--- src/rtl/lcd_hd44780_ctrl.sv ---
// HD44780-class character-LCD write controller: power-up wait, init table, then valid/ready byte writes.
// Define LCD_FOURBIT_EN to build the 4-bit bus variant (nibble sequencing on LCD_DATA[7:4]).
module lcd_hd44780_ctrl #(
  parameter int unsigned PWRUP_WAIT_CYC = 750000,
  parameter int unsigned EN_HIGH_CYC    = 25,
  parameter int unsigned CMD_WAIT_CYC   = 2500,
  parameter int unsigned CLR_WAIT_CYC   = 82000,
  parameter logic [7:0]  ENTRY_MODE     = 8'h06
) (
  input  logic       clk,
  input  logic       rst,
  input  logic       wr_valid,
  output logic       wr_ready,
  input  logic       wr_rs,
  input  logic [7:0] wr_data,
  output logic       init_done,
  output logic [7:0] LCD_DATA,
  output logic       LCD_RS,
  output logic       LCD_RW,
  output logic       LCD_EN
);

  typedef enum logic [2:0] {
    S_PWRUP,
    S_INIT,
    S_IDLE,
    S_SETUP,
    S_STROBE,
    S_SETTLE
  } state_t;

`ifdef LCD_FOURBIT_EN
  // single: one nibble only (wake-up writes); force_clr: long settle regardless of value
  typedef struct packed {
    logic       single;
    logic       force_clr;
    logic [7:0] val;
  } init_entry_t;
  localparam int INIT_LEN = 8;
`else
  typedef struct packed {
    logic [7:0] val;
  } init_entry_t;
  localparam int INIT_LEN = 4;
`endif

  localparam logic [23:0] PWRUP_LAST  = 24'(PWRUP_WAIT_CYC - 1);
  localparam logic [23:0] STROBE_LAST = 24'(EN_HIGH_CYC - 1);
  localparam logic [23:0] CMD_LAST    = 24'(CMD_WAIT_CYC - 1);
  localparam logic [23:0] CLR_LAST    = 24'(CLR_WAIT_CYC - 1);

  function automatic init_entry_t init_entry(input logic [3:0] idx);
    init_entry_t e;
`ifdef LCD_FOURBIT_EN
    case (idx)
      4'd0:    e = '{single: 1'b1, force_clr: 1'b1, val: 8'h30};
      4'd1:    e = '{single: 1'b1, force_clr: 1'b0, val: 8'h30};
      4'd2:    e = '{single: 1'b1, force_clr: 1'b0, val: 8'h30};
      4'd3:    e = '{single: 1'b1, force_clr: 1'b0, val: 8'h20};
      4'd4:    e = '{single: 1'b0, force_clr: 1'b0, val: 8'h28};
      4'd5:    e = '{single: 1'b0, force_clr: 1'b0, val: 8'h0C};
      4'd6:    e = '{single: 1'b0, force_clr: 1'b0, val: 8'h01};
      default: e = '{single: 1'b0, force_clr: 1'b0, val: ENTRY_MODE};
    endcase
`else
    case (idx)
      4'd0:    e = '{val: 8'h38};
      4'd1:    e = '{val: 8'h0C};
      4'd2:    e = '{val: 8'h01};
      default: e = '{val: ENTRY_MODE};
    endcase
`endif
    return e;
  endfunction

  state_t      state, state_next;
  logic [23:0] cnt;
  logic [7:0]  byte_q;
  logic        rs_q;
  logic [3:0]  init_idx;
  logic        accept;
  logic        is_clr;
  logic [23:0] wait_last;
  logic        cnt_clr, load_init, load_wr, done_set;
  init_entry_t entry;
`ifdef LCD_FOURBIT_EN
  logic        single_q, force_clr_q, phase_lo, phase_set;
`endif

  assign LCD_RW = 1'b0;
  assign accept = wr_valid & wr_ready;
  assign entry  = init_entry(init_idx);

`ifdef LCD_FOURBIT_EN
  assign is_clr = force_clr_q | (~rs_q & (byte_q inside {8'h01, 8'h02, 8'h03}));
`else
  assign is_clr = ~rs_q & (byte_q inside {8'h01, 8'h02, 8'h03});
`endif
  assign wait_last = is_clr ? CLR_LAST : CMD_LAST;

  // NOTE: every output of this block gets a default before the case so no path leaves one unassigned (no latches).
  always_comb begin
    state_next = state;
    cnt_clr    = 1'b0;
    load_init  = 1'b0;
    load_wr    = 1'b0;
    done_set   = 1'b0;
`ifdef LCD_FOURBIT_EN
    phase_set  = 1'b0;
`endif
    unique case (state)
      S_PWRUP: if (cnt == PWRUP_LAST) begin
        cnt_clr    = 1'b1;
        state_next = S_INIT;
      end
      S_INIT: begin
        load_init  = 1'b1;
        cnt_clr    = 1'b1;
        state_next = S_SETUP;
      end
      S_IDLE: if (accept) begin
        load_wr    = 1'b1;
        cnt_clr    = 1'b1;
        state_next = S_SETUP;
      end
      S_SETUP: begin
        cnt_clr    = 1'b1;
        state_next = S_STROBE;
      end
      S_STROBE: if (cnt == STROBE_LAST) begin
        cnt_clr    = 1'b1;
        state_next = S_SETTLE;
`ifdef LCD_FOURBIT_EN
        // High nibble done: the low nibble's setup cycle is the only EN-low gap
        if (!phase_lo && !single_q) begin
          phase_set  = 1'b1;
          state_next = S_SETUP;
        end
`endif
      end
      S_SETTLE: if (cnt == wait_last) begin
        cnt_clr = 1'b1;
        if (init_done) begin
          state_next = S_IDLE;
        end else if (init_idx == 4'(INIT_LEN)) begin
          done_set   = 1'b1;
          state_next = S_IDLE;
        end else begin
          load_init  = 1'b1;
          state_next = S_SETUP;
        end
      end
      default: state_next = S_PWRUP;
    endcase
  end

  // NOTE: sequential state uses non-blocking assignments so every register samples pre-edge values.
  always_ff @(posedge clk or posedge rst) begin
    if (rst) begin
      state     <= S_PWRUP;
      cnt       <= '0;
      byte_q    <= '0;
      rs_q      <= 1'b0;
      init_idx  <= '0;
      init_done <= 1'b0;
      wr_ready  <= 1'b0;
      LCD_EN    <= 1'b0;
      LCD_RS    <= 1'b0;
      LCD_DATA  <= '0;
`ifdef LCD_FOURBIT_EN
      single_q    <= 1'b0;
      force_clr_q <= 1'b0;
      phase_lo    <= 1'b0;
`endif
    end else begin
      state     <= state_next;
      cnt       <= cnt_clr ? '0 : cnt + 24'd1;
      init_done <= init_done | done_set;
      // Registered from the current state: ready lags IDLE entry by one cycle and drops after a handshake
      wr_ready  <= (state == S_IDLE) && !accept;
      LCD_EN    <= (state == S_STROBE);

      if (load_init) begin
        byte_q   <= entry.val;
        rs_q     <= 1'b0;
        init_idx <= init_idx + 4'd1;
`ifdef LCD_FOURBIT_EN
        single_q    <= entry.single;
        force_clr_q <= entry.force_clr;
`endif
      end else if (load_wr) begin
        byte_q <= wr_data;
        rs_q   <= wr_rs;
`ifdef LCD_FOURBIT_EN
        single_q    <= 1'b0;
        force_clr_q <= 1'b0;
`endif
      end

`ifdef LCD_FOURBIT_EN
      if (load_init || load_wr) phase_lo <= 1'b0;
      else if (phase_set)       phase_lo <= 1'b1;
`endif

      if (state == S_SETUP) begin
        LCD_RS <= rs_q;
`ifdef LCD_FOURBIT_EN
        LCD_DATA <= phase_lo ? {byte_q[3:0], 4'h0} : {byte_q[7:4], 4'h0};
`else
        LCD_DATA <= byte_q;
`endif
      end
    end
  end

endmodule

--- config.mk ---
export PLATFORM = sky130hd
export DESIGN_NAME = lcd_hd44780_ctrl
export DESIGN_NICKNAME = d
export VERILOG_FILES = /design/src/rtl/lcd_hd44780_ctrl.sv
export SDC_FILE = /design/constraint.sdc
export NUM_CORES = 1
export LEC_CHECK = 0
export ABC_CLOCK_PERIOD_IN_PS = 3270
export BUFFER_PORTS_ARGS = -buffer_cell sky130_fd_sc_hd__buf_2
export CAP_MARGIN = 20
export CORE_MARGIN = 2
export CORE_UTILIZATION = 35
export CTS_CLUSTER_DIAMETER = 150
export DETAILED_ROUTE_END_ITERATION = 7
export PLACE_DENSITY = 0.5
export SYNTH_ARGS = -nofsm -noshare
export SYNTH_HDL_FRONTEND = slang
export SYNTH_SLANG_ARGS = --single-unit
--- constraint.sdc ---
create_clock -name clk -period 3.27 [get_ports clk]
set_clock_uncertainty 0.05 [all_clocks]
set_input_delay 0.1635 -clock clk [delete_from_list [all_inputs] [get_ports clk]]
set_output_delay 0.1635 -clock clk [all_outputs]
set_load 0.01 [all_outputs]
# Word-level counts from Yosys, hierarchy flattened

Cells that the tools add are included.

Bitwise gates (word level): 4
Shift-type cells: 0
Reductions and logical operators: 8
Multiplexer cells: 28
Order comparisons: 0
Add/sub/neg operators: 2
$mul: 0
Div/mod/pow operators: 0
Equality and inequality tests: 18

Operators with widths:

| cell                                            | count |
|---|---|
| adder 24 x 1 -> 24 bit, second input constant   | 1 |
| == test 24 x 17 -> 1 bit                        | 1 |
| == test 24 x 20 -> 1 bit, second input constant | 1 |
| == test 24 x 5 -> 1 bit, second input constant  | 1 |
| two-way mux 24 bit                              | 1 |
| one-hot mux 3 bit (6 select lines)              | 1 |
| one-hot mux 6 bit (3 select lines)              | 1 |
| two-way mux 17 bit                              | 1 |
| == test 8 x 2 -> 1 bit, second input constant   | 2 |
| two-way mux 1 bit                               | 16 |
| two-way mux 8 bit                               | 2 |
| two-way mux 3 bit                               | 4 |
| == test 8 x 1 -> 1 bit, second input constant   | 1 |
| != test 2 bit, second input constant            | 4 |
| == test 3 x 2 -> 1 bit, second input constant   | 2 |
| == test 3 bit, second input constant            | 2 |
| one-hot mux 1 bit (5 select lines)              | 1 |
| adder 4 x 1 -> 4 bit, second input constant     | 1 |
| == test 4 x 1 -> 1 bit, second input constant   | 1 |
| == test 4 x 2 -> 1 bit, second input constant   | 1 |
| == test 4 x 3 -> 1 bit, second input constant   | 1 |
| zero test 4 bit                                 | 1 |
| AND reduction 4 bit                             | 1 |
| == test 3 x 1 -> 1 bit, second input constant   | 1 |
| 10 further kinds                                | 11 |

Output and inout bits: 13
Memories kept: 0
ROM bits: 0
Register bits: 52
Input bits: 12
Latch bits: 0
Bits in writable memories: 0
Word-level logic and storage cells: 70

# Longest topological paths before layout

Word-level depth: 8
Mapped depth: 8
Depth with buffers taken out: 7

# Least setup slack after synthesis

OpenSTA, ideal clock, no wires.

Path type: register to register
Start: register cnt[21]
End: register byte_q[1]
Setup slack: 0.937 ns
Data required time: 3.094 ns
Arrival time: 2.157 ns
Cell stages (with the launch flop): 6
Clock period less this slack: 2.333 ns
Path through: dfrtp_1 > or4_4 > nor4_4 > nand2_4 > o31a_1 > a221o_1

Longest elaborated chain between the ends: 4
Elaborated cells between the ends (all ways): 5

RTL lines:

| what                                                    | RTL line | source |
|---|---|---|
| start: declaration                                      | 77       | `logic [23:0] cnt;` |
| start signal: assignment                                | 177      | `cnt <= cnt_clr ? '0 : cnt + 24'd1;` |
| == test 24 x 17 -> 1 bit (*)                            | 141      | `S_SETTLE: if (cnt == wait_last) begin` |
| two-way mux 1 bit (*)                                   | 141      |  |
| one-hot mux 1 bit (2 select lines) (*)                  | 111      | `unique case (state)` |
| two-way mux 8 bit or nonzero test 2 bit (tied branches) | -        |  |
| end signal: assignment                                  | 184      | `byte_q <= entry.val;` |
| end signal: assignment                                  | 192      | `byte_q <= wr_data;` |
| end: declaration                                        | 78       | `logic [7:0] byte_q;` |

Mark *: on every way between the ends. The rest lies on a longest branch, timed or not.
A chain may end at the register's enable or synchronous reset.

# Worst setup path in the final report

Start: register cnt[21]
End: register byte_q[5]

Same word-level chain as after synthesis.

==> impl_metrics.ini <==
[worst_setup_path]
path_cells = or4_4 > nor4_4 > nand2_4 > o31a_1 > a221o_1
critPathMaxStageDelay_ns = 0.57
cpLargestDelayFamily = simple AND/OR/NAND/NOR gates
critPathRequiredTime_ns = 3.43
slowest_stage = or4_4
path_class = reg2reg
cp_max_fo = 8
critPathBufInv = 0
rrSetupSlack_ns = 0.84
critical_path_arrival_ns = 2.59
startpoint_type = flip-flop
crit_path_end_kind = flip-flop

[place]
place_congestion = 0.925
io_buffers = 23
placed_area_um2 = 3120
dpl.hpwl_mm = 4.89
placedCellCount = 416

[floorplan]
core-area_um2 = 8090
dieArea_um2 = 8930
die_y_um = 94.5
num_io_pins = 25
chipWidth_um = 94.5
initial_core_util_pct = 35.4
rows = 33

[route]
drt_iter0_drc = 124
ant_nets = 0
route.detailed.drc = 0
via_per_inst = 5.51
finalWirelength_mm = 6.82
dr.pass1.iters = 4
vias = 2347
wl_per_cell_um = 16.0

[cts]
clockBufferDepth = 2
cts_tree = done
cts_max_level = 2
clkSinkCount = 52
clkLatencyLatePin_ns = 0.31
cts_resized = 0
cts_made_buffers = 5
root_buffer = clkbuf_8
post_cts_buffers = 0
clk_pin_slew_ns = 0.11

[outcome]
status = complete, no violations

[timing]
setup_viol = 0
worstMarginPinSlew_ns = 0.747
final.period_utilization_pct = 74.2
finalHoldViolCount = 0
fin_setup_tns_ns = 0
fmax_mhz = 412
slew_viol_final = 0
hold_slack_ns = 0.0131
rsz0062_at_grt = false
period_minus_slack_ns = 2.43
max_slew_margin_pct = 48.8

[yosys]
post_synth_num_cell_types = 54
synth_top_family_by_area = simple AND/OR/NAND/NOR gates
synth_ff_type = dfrtp_1
synth_top_area_cell = dfrtp_1
syn_nets = 310
synth-seq-cells = 52
synth-simple-area-share_pct = 25.5
yosys.area.top_type_share_pct = 45.4
synthAdderAreaFrac_pct = 2.62
muxShareOfSynthArea_pct = 4.63
synth_top_cells_by_area = dfrtp_1 (45%), nor3_1 (4.5%), xor2_1 (4.0%)
seq_area_frac_synth_pct = 45.4
synth_edf_count = 0
ys_warn_count = 0
synthCells = 292
synth_common_cells = dfrtp_1 (52), nor3_1 (26), nand2_1 (22)
synthXorXnorAreaFrac_pct = 6.72
syn_avg_cell_area_um2 = 9.82
ys_async_sr_fraction_pct = 100
synth_area_um2 = 2870
synth_compound_area_share_pct = 11.6
synth.most_common_cell = dfrtp_1

[finish]
drive_gt1_share_pct = 18.4
layout.nets = 338
final_cells = 426
syn2layout_area_growth_pct = 13.0
fill_cells = 849
final_core_util_pct = 40.0
diodes = 0
final_area_um2 = 3240

[global_route]
first_global_vias = 2320
overflow = 0
grt_max_degree = 36
grtUsageTotal_pct = 16.3
antenna_found_initial = 0
grt_pass1_wl_mm = 11.5

[job]
drv_cap = 0

[worst_hold_path]
hp-class = in2reg

[power_and_ir_drop]
power.leakage_nw = 1.41
power.density_nw_per_um2 = 329
ir_drop_mv = 0.204
[worst register-to-register path: cells and delay by family, from the launching register on]
family	cells	cell delay (ns)
flops	1	0.43
compound gates	2	0.75
simple gates	3	1.10
[report_power, final]
| part | leakage, nW | switching (mW) | internal, mW |
|---|---|---|---|
| Sequential | 0.665 | 0 | 0.643 |
| Clock | 0.0487 | 0.242 | 0.157 |
| Combinational | 0.695 | 0.0157 | 0.00716 |
| Total | 1.41 | 0.258 | 0.807 |
[sequential cells by signal (all words and copies together) (netlist names)]
register and flops:
wr_ready 1, init_done 1, init_idx 4, LCD_EN 1, LCD_RS 1, rs_q 1
byte_q 8, LCD_DATA 8, state 3, cnt 24
[per-stage QoR]
step	setup WS, ns	power [mW]
finish	0.843	1.06
global route	0.722	1.10
CTS	0.834	1.08
detailed placement	0.840	0.678
global placement	0.911	0.678
floorplan	0.937	0.666
[placed cells by master, fill, tap and decap left out, types with 3 or more instances in the layout]
cell,netlist,layout
nand3_1,11,11
a21oi_1,5,5
a22o_1,4,4
clkbuf_8,0,5
mux2_2,10,10
ha_1,6,6
buf_2,3,23
nand4_1,16,16
xor2_1,13,13
o21ai_0,7,7
nor2b_1,4,4
nor4_1,8,8
dfrtp_1,52,52
a221o_1,4,4
nor2_1,18,18
inv_1,11,10
o21a_1,3,3
a31oi_1,3,3
xnor2_1,9,9
and3_1,5,5
nor3_1,26,26
nand2_1,22,22
buf_4,1,9
[path summary, 6_finish.rpt]
| path | from | end | depth (start not counted) |
|---|---|---|---|
| max | cnt[21]$_DFF_PP0_ | byte_q[5]$_DFFE_PP0P_ | 5 |
| min | wr_data[7] | byte_q[7]$_DFFE_PP0P_ | 2 |
| max reg2reg | cnt[21]$_DFF_PP0_ | byte_q[5]$_DFFE_PP0P_ | 5 |
| min reg2reg | LCD_DATA[2]$_DFFE_PP0P_ | LCD_DATA[2]$_DFFE_PP0P_ | 2 |
| max in group asynchronous | rst | byte_q[1]$_DFFE_PP0P_ | 4 |
| min in group asynchronous | rst | LCD_EN$_DFF_PP0_ | 3 |
[kinds of logic after synthesis]
logic type      Yosys count
fa+ha+maj                 6
compound gates           44
other cells               1
simple gates            131
buf+inv                  24
flops                    52
mux                      12
xor+xnor                 22
[per-layer routing]
metal,vias up,track usage (%),part of all wire (%)
li1,1135,-,-
met1,1165,20.7,47
met2,40,28.9,49
met3,7,2.55,3.2
met4,0,4.59,1.2
met5,-,0,0
[area by class of cell]
| type | count | area [um^2] | share of cell area, % |
|---|---|---|---|
| inverter | 11 | 41.3 | 1.27 |
| clock inverter | 3 | 26.3 | 0.811 |
| clock buffer | 5 | 68.8 | 2.12 |
| tap | 105 | 131 | 4.06 |
| multi-input combinational | 216 | 1470 | 45.3 |
| sequential | 52 | 1300 | 40.2 |
| timing repair buffer | 34 | 203 | 6.26 |
[timing repair]
action                     CTS  global route
setup endpoints to repair    0             0
hold buffers                 2             0
hold endpoints to repair    35             0
(Power assumes the default switching activity.)
